## src/rtl/dbus_arb_pkg.sv

```systemverilog
// Shared types and defaults for the two-master data-bus arbiter.
// Contents:
//   type_dbus_arb_state_e : arbiter FSM states (IDLE, BUSY_M0, BUSY_M1)
//   type_dbus_master_e    : master identity used for the round-robin history
//   DBUS_ARB_TIMEOUT_DEF  : default slave timeout in cycles
package dbus_arb_pkg;

  typedef enum logic [1:0] {
    IDLE    = 2'd0,
    BUSY_M0 = 2'd1,
    BUSY_M1 = 2'd2
  } type_dbus_arb_state_e;

  typedef enum logic {
    M0_LSU = 1'b0,
    M1_DMA = 1'b1
  } type_dbus_master_e;

  localparam int DBUS_ARB_TIMEOUT_DEF = 256;

endpackage

```

## src/rtl/dbus_arb_rr2.sv

```systemverilog
// Two-input round-robin picker.
// Ports:
//   clk, rst_n : clock, asynchronous active-low reset
//   req[1:0]   : request vector, bit 0 = M0 (LSU), bit 1 = M1 (DMA)
//   take       : the arbiter accepts the current pick this cycle; the
//                winner is recorded as last_grant at the edge
//   grant[1:0] : one-hot combinational pick, 0 when no request
module dbus_arb_rr2
  import dbus_arb_pkg::*;
(
  input  logic       clk,
  input  logic       rst_n,
  input  logic [1:0] req,
  input  logic       take,
  output logic [1:0] grant
);

  type_dbus_master_e last_grant;

  // On a tie the master that did not win last time goes first.
  always_comb begin
    grant = 2'b00;
    case (req)
      2'b01:   grant = 2'b01;
      2'b10:   grant = 2'b10;
      2'b11:   grant = (last_grant == M1_DMA) ? 2'b01 : 2'b10;
      default: grant = 2'b00;
    endcase
  end

  // Reset history to M1 so the first tie after reset goes to the LSU.
  always_ff @(posedge clk or negedge rst_n) begin
    if (!rst_n) begin
      last_grant <= M1_DMA;
    end else if (take && (grant != 2'b00)) begin
      last_grant <= grant[1] ? M1_DMA : M0_LSU;
    end
  end

endmodule

```

## src/rtl/dbus_arbiter.sv

```systemverilog
// Two-master arbiter in front of the single dbus slave port.
// Master 0 is the core LSU, master 1 the DMA/debug requester. A winner is
// picked round-robin in IDLE, its request fields are registered onto the
// slave side and held until the slave acks or the transaction times out.
// Ports:
//   clk, rst_n                 : clock, asynchronous active-low reset
//   mX_req_i/addr/wdata/we/be  : master X request, held until ack or err
//   mX_ack_o, mX_rdata_o       : completion pulse and read data (same cycle
//                                as s_ack_i), rdata is 0 without ack
//   mX_err_o                   : timeout pulse
//   s_req_o/addr/wdata/we/be   : registered slave request
//   s_ack_i, s_rdata_i         : slave completion and read data
//   grant_o                    : one-hot current owner (status)
module dbus_arbiter
  import dbus_arb_pkg::*;
#(
  parameter int TIMEOUT_CYC = DBUS_ARB_TIMEOUT_DEF,
  parameter int AW          = 32,
  parameter int DW          = 32
) (
  input  logic            clk,
  input  logic            rst_n,
  input  logic            m0_req_i,
  input  logic [AW-1:0]   m0_addr_i,
  input  logic [DW-1:0]   m0_wdata_i,
  input  logic            m0_we_i,
  input  logic [DW/8-1:0] m0_be_i,
  output logic            m0_ack_o,
  output logic            m0_err_o,
  output logic [DW-1:0]   m0_rdata_o,
  input  logic            m1_req_i,
  input  logic [AW-1:0]   m1_addr_i,
  input  logic [DW-1:0]   m1_wdata_i,
  input  logic            m1_we_i,
  input  logic [DW/8-1:0] m1_be_i,
  output logic            m1_ack_o,
  output logic            m1_err_o,
  output logic [DW-1:0]   m1_rdata_o,
  output logic            s_req_o,
  output logic [AW-1:0]   s_addr_o,
  output logic [DW-1:0]   s_wdata_o,
  output logic            s_we_o,
  output logic [DW/8-1:0] s_be_o,
  input  logic            s_ack_i,
  input  logic [DW-1:0]   s_rdata_i,
  output logic [1:0]      grant_o
);

  localparam int            CW       = $clog2(TIMEOUT_CYC);
  localparam logic [CW-1:0] CNT_LAST = CW'(TIMEOUT_CYC - 1);

  type_dbus_arb_state_e state;
  logic [CW-1:0]        cnt;
  logic [1:0]           pick;
  logic                 in_idle;
  logic                 timeout_hit;
  logic                 done;

  assign in_idle = (state == IDLE);

  dbus_arb_rr2 u_rr2 (
    .clk   (clk),
    .rst_n (rst_n),
    .req   ({m1_req_i, m0_req_i}),
    .take  (in_idle),
    .grant (pick)
  );

  // A slave ack in the last counted cycle wins over the timeout.
  assign timeout_hit = !in_idle && (cnt == CNT_LAST) && !s_ack_i;
  assign done        = !in_idle && (s_ack_i || timeout_hit);

  assign m0_ack_o   = (state == BUSY_M0) && s_ack_i;
  assign m1_ack_o   = (state == BUSY_M1) && s_ack_i;
  assign m0_err_o   = (state == BUSY_M0) && timeout_hit;
  assign m1_err_o   = (state == BUSY_M1) && timeout_hit;
  assign m0_rdata_o = m0_ack_o ? s_rdata_i : '0;
  assign m1_rdata_o = m1_ack_o ? s_rdata_i : '0;

  always_ff @(posedge clk or negedge rst_n) begin
    if (!rst_n) begin
      state     <= IDLE;
      cnt       <= '0;
      s_req_o   <= 1'b0;
      s_addr_o  <= '0;
      s_wdata_o <= '0;
      s_we_o    <= 1'b0;
      s_be_o    <= '0;
      grant_o   <= 2'b00;
    end else if (in_idle) begin
      // Winner's fields are sampled only here, at the grant edge.
      if (pick != 2'b00) begin
        state     <= pick[1] ? BUSY_M1 : BUSY_M0;
        cnt       <= '0;
        s_req_o   <= 1'b1;
        s_addr_o  <= pick[1] ? m1_addr_i  : m0_addr_i;
        s_wdata_o <= pick[1] ? m1_wdata_i : m0_wdata_i;
        s_we_o    <= pick[1] ? m1_we_i    : m0_we_i;
        s_be_o    <= pick[1] ? m1_be_i    : m0_be_i;
        grant_o   <= pick;
      end
    end else if (done) begin
      state   <= IDLE;
      s_req_o <= 1'b0;
      grant_o <= 2'b00;
    end else if (cnt != CNT_LAST) begin
      // Saturating count of cycles without an ack.
      cnt <= cnt + 1'b1;
    end
  end

endmodule
```

## config.mk

```make
export PLATFORM = sky130hd
export DESIGN_NAME = dbus_arbiter
export DESIGN_NICKNAME = d
export VERILOG_FILES = /design/src/rtl/dbus_arb_pkg.sv /design/src/rtl/dbus_arb_rr2.sv /design/src/rtl/dbus_arbiter.sv
export SDC_FILE = /design/constraint.sdc
export NUM_CORES = 1
export LEC_CHECK = 0
export BUFFER_PORTS_ARGS = -buffer_cell sky130_fd_sc_hd__buf_2
export CORE_AREA = 2 2 123 125
export CTS_BUF_LIST = sky130_fd_sc_hd__clkbuf_16
export DETAILED_ROUTE_END_ITERATION = 6
export DIE_AREA = 0 0 125 127
export SETUP_SLACK_MARGIN = 0.4
export SYNTH_ARGS = -nofsm -noshare
export SYNTH_HDL_FRONTEND = slang
export SYNTH_HIERARCHICAL = 1
export SYNTH_SLANG_ARGS = --single-unit
```

## constraint.sdc

```tcl
create_clock -name clk -period 3.1 [get_ports clk]
set_input_delay 0.155 -clock clk [delete_from_list [all_inputs] [get_ports clk]]
set_output_delay 0.155 -clock clk [all_outputs]
set_load 0.005 [all_outputs]
```

# Word level (Yosys, flattened, before mapping)
# Index checks and enable logic that the tools add are counted.
dict set report classes {
  n_addsub 1
  eq_ne 9
  muxes 22
  reduce_logical 18
}
# operator n
set op_table {}
lappend op_table {{$mux 32} 4}
lappend op_table {{$mux 8} 4}
lappend op_table {{$mux 2} 7}
lappend op_table {{$add 8x1->8 const B} 1}
lappend op_table {{$eq 8x8->1 const B} 1}
lappend op_table {{$logic_and 1x1->1} 8}
lappend op_table {{$ne 8x8->1 const B} 1}
lappend op_table {{$eq 2x2->1 const B} 3}
lappend op_table {{$pmux 2 s3} 1}
lappend op_table {{$reduce_bool 2->1} 3}
lappend op_table {{$mux 1} 5}
lappend op_table {{$eq 2x1->1 const B} 2}
lappend op_table {{$mux 4} 1}
lappend op_table {{$reduce_and 2->1} 2}
lappend op_table {{$reduce_and 3->1} 1}
lappend op_table {{$logic_not 1->1} 2}
lappend op_table {{$logic_not 2->1} 1}
lappend op_table {{$ne 2x1->1 const B} 1}
lappend op_table {{$ne 2x2->1 const B} 1}
lappend op_table {{$logic_or 1x1->1} 1}
dict set report totals {
  regBits 83
  input_bits 175
}

# Longest topological paths before layout
dict set report depth {
  depth_word 8
  depth_mapped 9
  depth_no_buf 5
}

# Modules after synthesis
# The synthesis kept the hierarchy.
# module n_inst cells_per_inst area_each_um2
set by_module_without_submodules {}
lappend by_module_without_submodules {dbus_arbiter 1 441 4249.1}
lappend by_module_without_submodules {dbus_arb_rr2 1 6 56.3}

# Worst setup path after synthesis
# OpenSTA, ideal clock, no wires.
dict set report synth_path {
  path_type {register to register}
  from {reg u_rr2.last_grant}
  to {reg grant_o[0]}
  setup_ns 0.121
  arrival_ns 1.559
  t_required_ns 2.979
  path_slack_ns 1.420
  stages_incl_launch_ff 6
  synth_period_minus_slack_ns 1.680
  cell_sequence {dfstp_2 > a21boi_0 > clkbuf_1 > buf_2 > o21ai_0 > a22o_1}
}
dict set report synth_between {
  elab_chain_cells 5
  elab_cells_between_ends 7
  classes_between {eq/ne: 1; mux: 4; reduce/logical: 2}
}
# element line
set synth_rtl {}
lappend synth_rtl {{start: declaration} dbus_arb_rr2.sv:18} ;# type_dbus_master_e last_grant;
lappend synth_rtl {{start signal: assignment} dbus_arb_rr2.sv:36} ;# last_grant <= grant[1] ? M1_DMA : M0_LSU;
lappend synth_rtl {{$mux 2} dbus_arb_rr2.sv:26} ;# 2'b11: grant = (last_grant == M1_DMA) ? 2'b01 : 2'b10;
lappend synth_rtl {{$pmux 2 s3} dbus_arb_rr2.sv:23} ;# case (req)
lappend synth_rtl {{net pick[1]} dbus_arbiter.sv:54} ;# logic [1:0] pick;
lappend synth_rtl {{$reduce_bool 2->1} dbus_arbiter.sv:92} ;# if (pick != 2'b00) begin
lappend synth_rtl {{$ne 2x1->1 (no line)} --}
lappend synth_rtl {{$reduce_and 2->1 (no line)} --}
lappend synth_rtl {{end signal: assignment} dbus_arbiter.sv:100} ;# grant_o <= pick;
lappend synth_rtl {{end: declaration} dbus_arbiter.sv:46} ;# output logic [1:0] grant_o
# The timed path passes the listed nets, and every way through them passes these cells. The select of a mux whose other input is x is not followed.
# A chain may end at the register's enable or synchronous reset.

# Worst setup path after layout
dict set report layout_path {
  from {reg u_rr2.last_grant}
  to {reg s_wdata_o[6]}
}
dict set report layout_between {
  elab_chain_cells 4
  elab_cells_between_ends 5
  classes_between {mux: 3; reduce/logical: 2}
}
# element line
set layout_rtl {}
lappend layout_rtl {{$mux 2 *} dbus_arb_rr2.sv:26}
lappend layout_rtl {{$pmux 2 s3 *} dbus_arb_rr2.sv:23}
lappend layout_rtl {{net pick[1]} dbus_arbiter.sv:54}
lappend layout_rtl {{$reduce_bool 2->1} dbus_arbiter.sv:92}
lappend layout_rtl {{$reduce_and 2->1 (no line)} --}
lappend layout_rtl {{end signal: assignment} dbus_arbiter.sv:97} ;# s_wdata_o <= pick[1] ? m1_wdata_i : m0_wdata_i;
lappend layout_rtl {{end: declaration} dbus_arbiter.sv:41} ;# output logic [DW-1:0] s_wdata_o,
# The timed path passes the listed nets; every way through them passes the cells marked *.

==> run metrics <==
total gr overflow=0; All-Layer GR Usage=16.5%; CTS Buf Count=9; Max Fclk=428 MHz; pin count of the biggest net entering global routing=99; Worst EP arrival=2510 ps; Ports=315; critical path type=register to register; synthesized area=0.00431 mm²; CTS H-tree depth=3; WL per Instance=14.4 µm; Crit path required time=3270 ps; clk_lat worst skew=330 ps; Post-CTS Setup Bufs=0; die width=125 µm; final period utilization=75.4%; highest routed metal layer=met4; Total Neg Setup Slack=0 ps; FILL cells=1466; worst-margin pin slew=1060 ps; status=completed; CTS root buf=clkbuf_16; Synth Area in Simple Gates=19.4%; pwr/cell area=786 mW/mm²; 1st-iter DRT viols=160; final hold violations=0; Routed Wire Length=13400 µm; CP Launch Type=register; Max stage delay on crit path=590 ps; post-cts gate resize count=0; Setup Viol. Count Final=0; share of cells above drive strength 1=45.1%; worst hold path class=primary input to async pin; Crit. End Element=register; Worst-path clk slew=60 ps; Synth-to-Final Area Change=45.9%; gpl congestion=0.866; Register-to-Register Path Depth=5; first-pass GRT wire length=20700 µm; YS warnings=6; DRC=0; register area share after synthesis=47.7%; Critical Path Fanout Max=39; Final ANT Viol Nets=0; TritonCTS clock tree=built; Met2 Routed Length=6870 µm; die area=0.0159 mm²; Worst VDD drop=0.360 mV; vias in the first global route=3843; post-synthesis xor/xnor area fraction=0%; hold-fix buffers at CTS=0; initial core utilization=29.8%; CP max stage cell=buf_4; fin util=43.6%; # rows=44; compound-gate portion of the synthesized area=12.4%; Slew HR=29.1%; # port buffers=314; DR vias/cell=4.46; mux contribution to synthesized area=16.0%; Post-Synth Adder-Cell Area=0.291%; synthesized area per cell=9.63 µm²; met3 WL=1020 µm; max cap viols=0; Final min period=2340 ps; Synth cell types=35; fin. max-slew vios=0; Clock Skew=5.43 ps; DP HPWL=10500 µm; Syn Nets=623; most frequent CP cell=buf_4; Cells after Synth=447; FF+latch count, synth=82; TritonCTS Sinks=82; DIE HEIGHT=127 µm; critical path cell sequence=a21boi_4 > buf_4 > buf_4 > mux2i_1 > o21ai_0; CTS Buffer Depth=2; nets@finish=918; RSZ-0062 raised after global routing=false; Core Area=0.0144 mm²; largest family of logic cells by synthesized area=simple AND/OR/NAND/NOR gates; Via Count=4157; initial antenna violation count=1; leakage=3.48 nW; drt pass-1 iters=4; wl on met1=5250 µm
area by class of cell:
| cell class | count | area [µm²] | area share (%) |
|---|---|---|---|
| clock inverter | 7 | 68.8 | 1.10 |
| tap | 184 | 230 | 3.66 |
| multi-input combinational | 330 | 2080 | 33.1 |
| antenna | 1 | 2.50 | 0.0398 |
| inverter | 2 | 12.5 | 0.199 |
| timing repair buffer | 317 | 1610 | 25.6 |
| sequential | 82 | 2050 | 32.7 |
| clock buffer | 9 | 225 | 3.58 |
layout by cell type, fill, tap and decap left out, types with 3 or more instances in the layout:
master     synthesis  layout
buf_2             15     313
nor4b_1            3       3
nand2_1           76      76
mux2i_1           69      69
nor2_1             3       3
and2_1            65      65
clkbuf_16          0       9
a21o_1             3       3
a31oi_1            6       6
o21ai_0           72      72
nand3_1            6       6
a21oi_1            5       5
buf_4              1       3
dfrtp_1           81      81
registers in the layout (all words and copies together) (netlist names):
signal / count
s_addr_o: 32
s_wdata_o: 32
cnt: 8
s_be_o: 4
grant_o: 2
s_req_o: 1
s_we_o: 1
state: 1
u_rr2/last_grant: 1
worst paths after layout:
kind,slack (ps),endpoint,from
worst max-delay path,760,s_wdata_o[6],u_rr2/last_grant
worst min-delay path,10,s_wdata_o[24],rst_n
worst max register to register,760,s_wdata_o[6],u_rr2/last_grant
min in group clk,40,u_rr2/last_grant,m0_req_i
worst min register to register,470,s_addr_o[17],s_addr_o[17]
max in group asynchronous,2400,s_addr_o[27],rst_n
kinds of logic (layout without fill, tap and decap cells):
logic type,count (synthesis),count (layout)
buf+inv,35,335
simple gates,164,164
compound gates,96,96
other cells,0,1
flops,82,82
mux,69,69
fa+ha+maj,1,1
worst max-delay path, delay by kind of cell, from the launching register on:
kind            cells  cell delay, ps
buf+inv             2            1140
mux                 1             260
flops               1             390
compound gates      2             290
cell usage after synthesis (all sizes together):
cell type	count	area (µm²)
o21a	2	15.0
a21boi	2	15.0
o22a	1	8.76
o21ai	74	382
nor2b	1	6.26
a21oi	5	25.0
inv	2	12.5
ha	1	12.5
clkbuf	14	52.6
nor2	3	11.3
nand3	6	30.0
and3b	2	17.5
a31oi	6	37.5
and2	65	407
a21o	3	22.5
nor3b	1	7.51
mux2i	69	691
nand2	76	285
and3	1	6.26
dfrtp	81	2030
o21ba	1	10.0
dfstp	1	26.3
nor4	2	12.5
nor4b	3	26.3
a22o	2	17.5
buf	19	116
nand4	2	12.5
or2	2	12.5
power breakdown:
part / switching, mW / internal (mW) / leakage, nW
clock: 0.429 / 0.622 / 0.149
combinational: 1.12 / 0.916 / 2.32
sequential: 0.278 / 1.57 / 1.02
total: 1.83 / 3.11 / 3.48
layer usage:
layer | track usage, % | vias to the layer above
met5 | 0 | -
met4 | 6.86 | 0
met3 | 4.36 | 16
met2 | 29.5 | 191
met1 | 18.6 | 1833
li1 | - | 2117
stage by stage:
| step | instances | hold WS, ps | power, mW | area [µm²] | worst slack [ps] |
|---|---|---|---|---|---|
| finish | 932 | 9.54 | 4.94 | 6280 | 762 |
| global route | 932 | 37.4 | 5.37 | 6280 | 601 |
| CTS | 931 | 16.1 | 5.05 | 6280 | 718 |
| detailed placement | 915 | 380 | 3.96 | 5990 | 733 |
| global placement | 915 | 374 | 3.94 | 5990 | 805 |
| floorplan | 447 | -141 | 3.03 | 4310 | 1420 |
No activity file was read; power rests on OpenSTA's default activity.
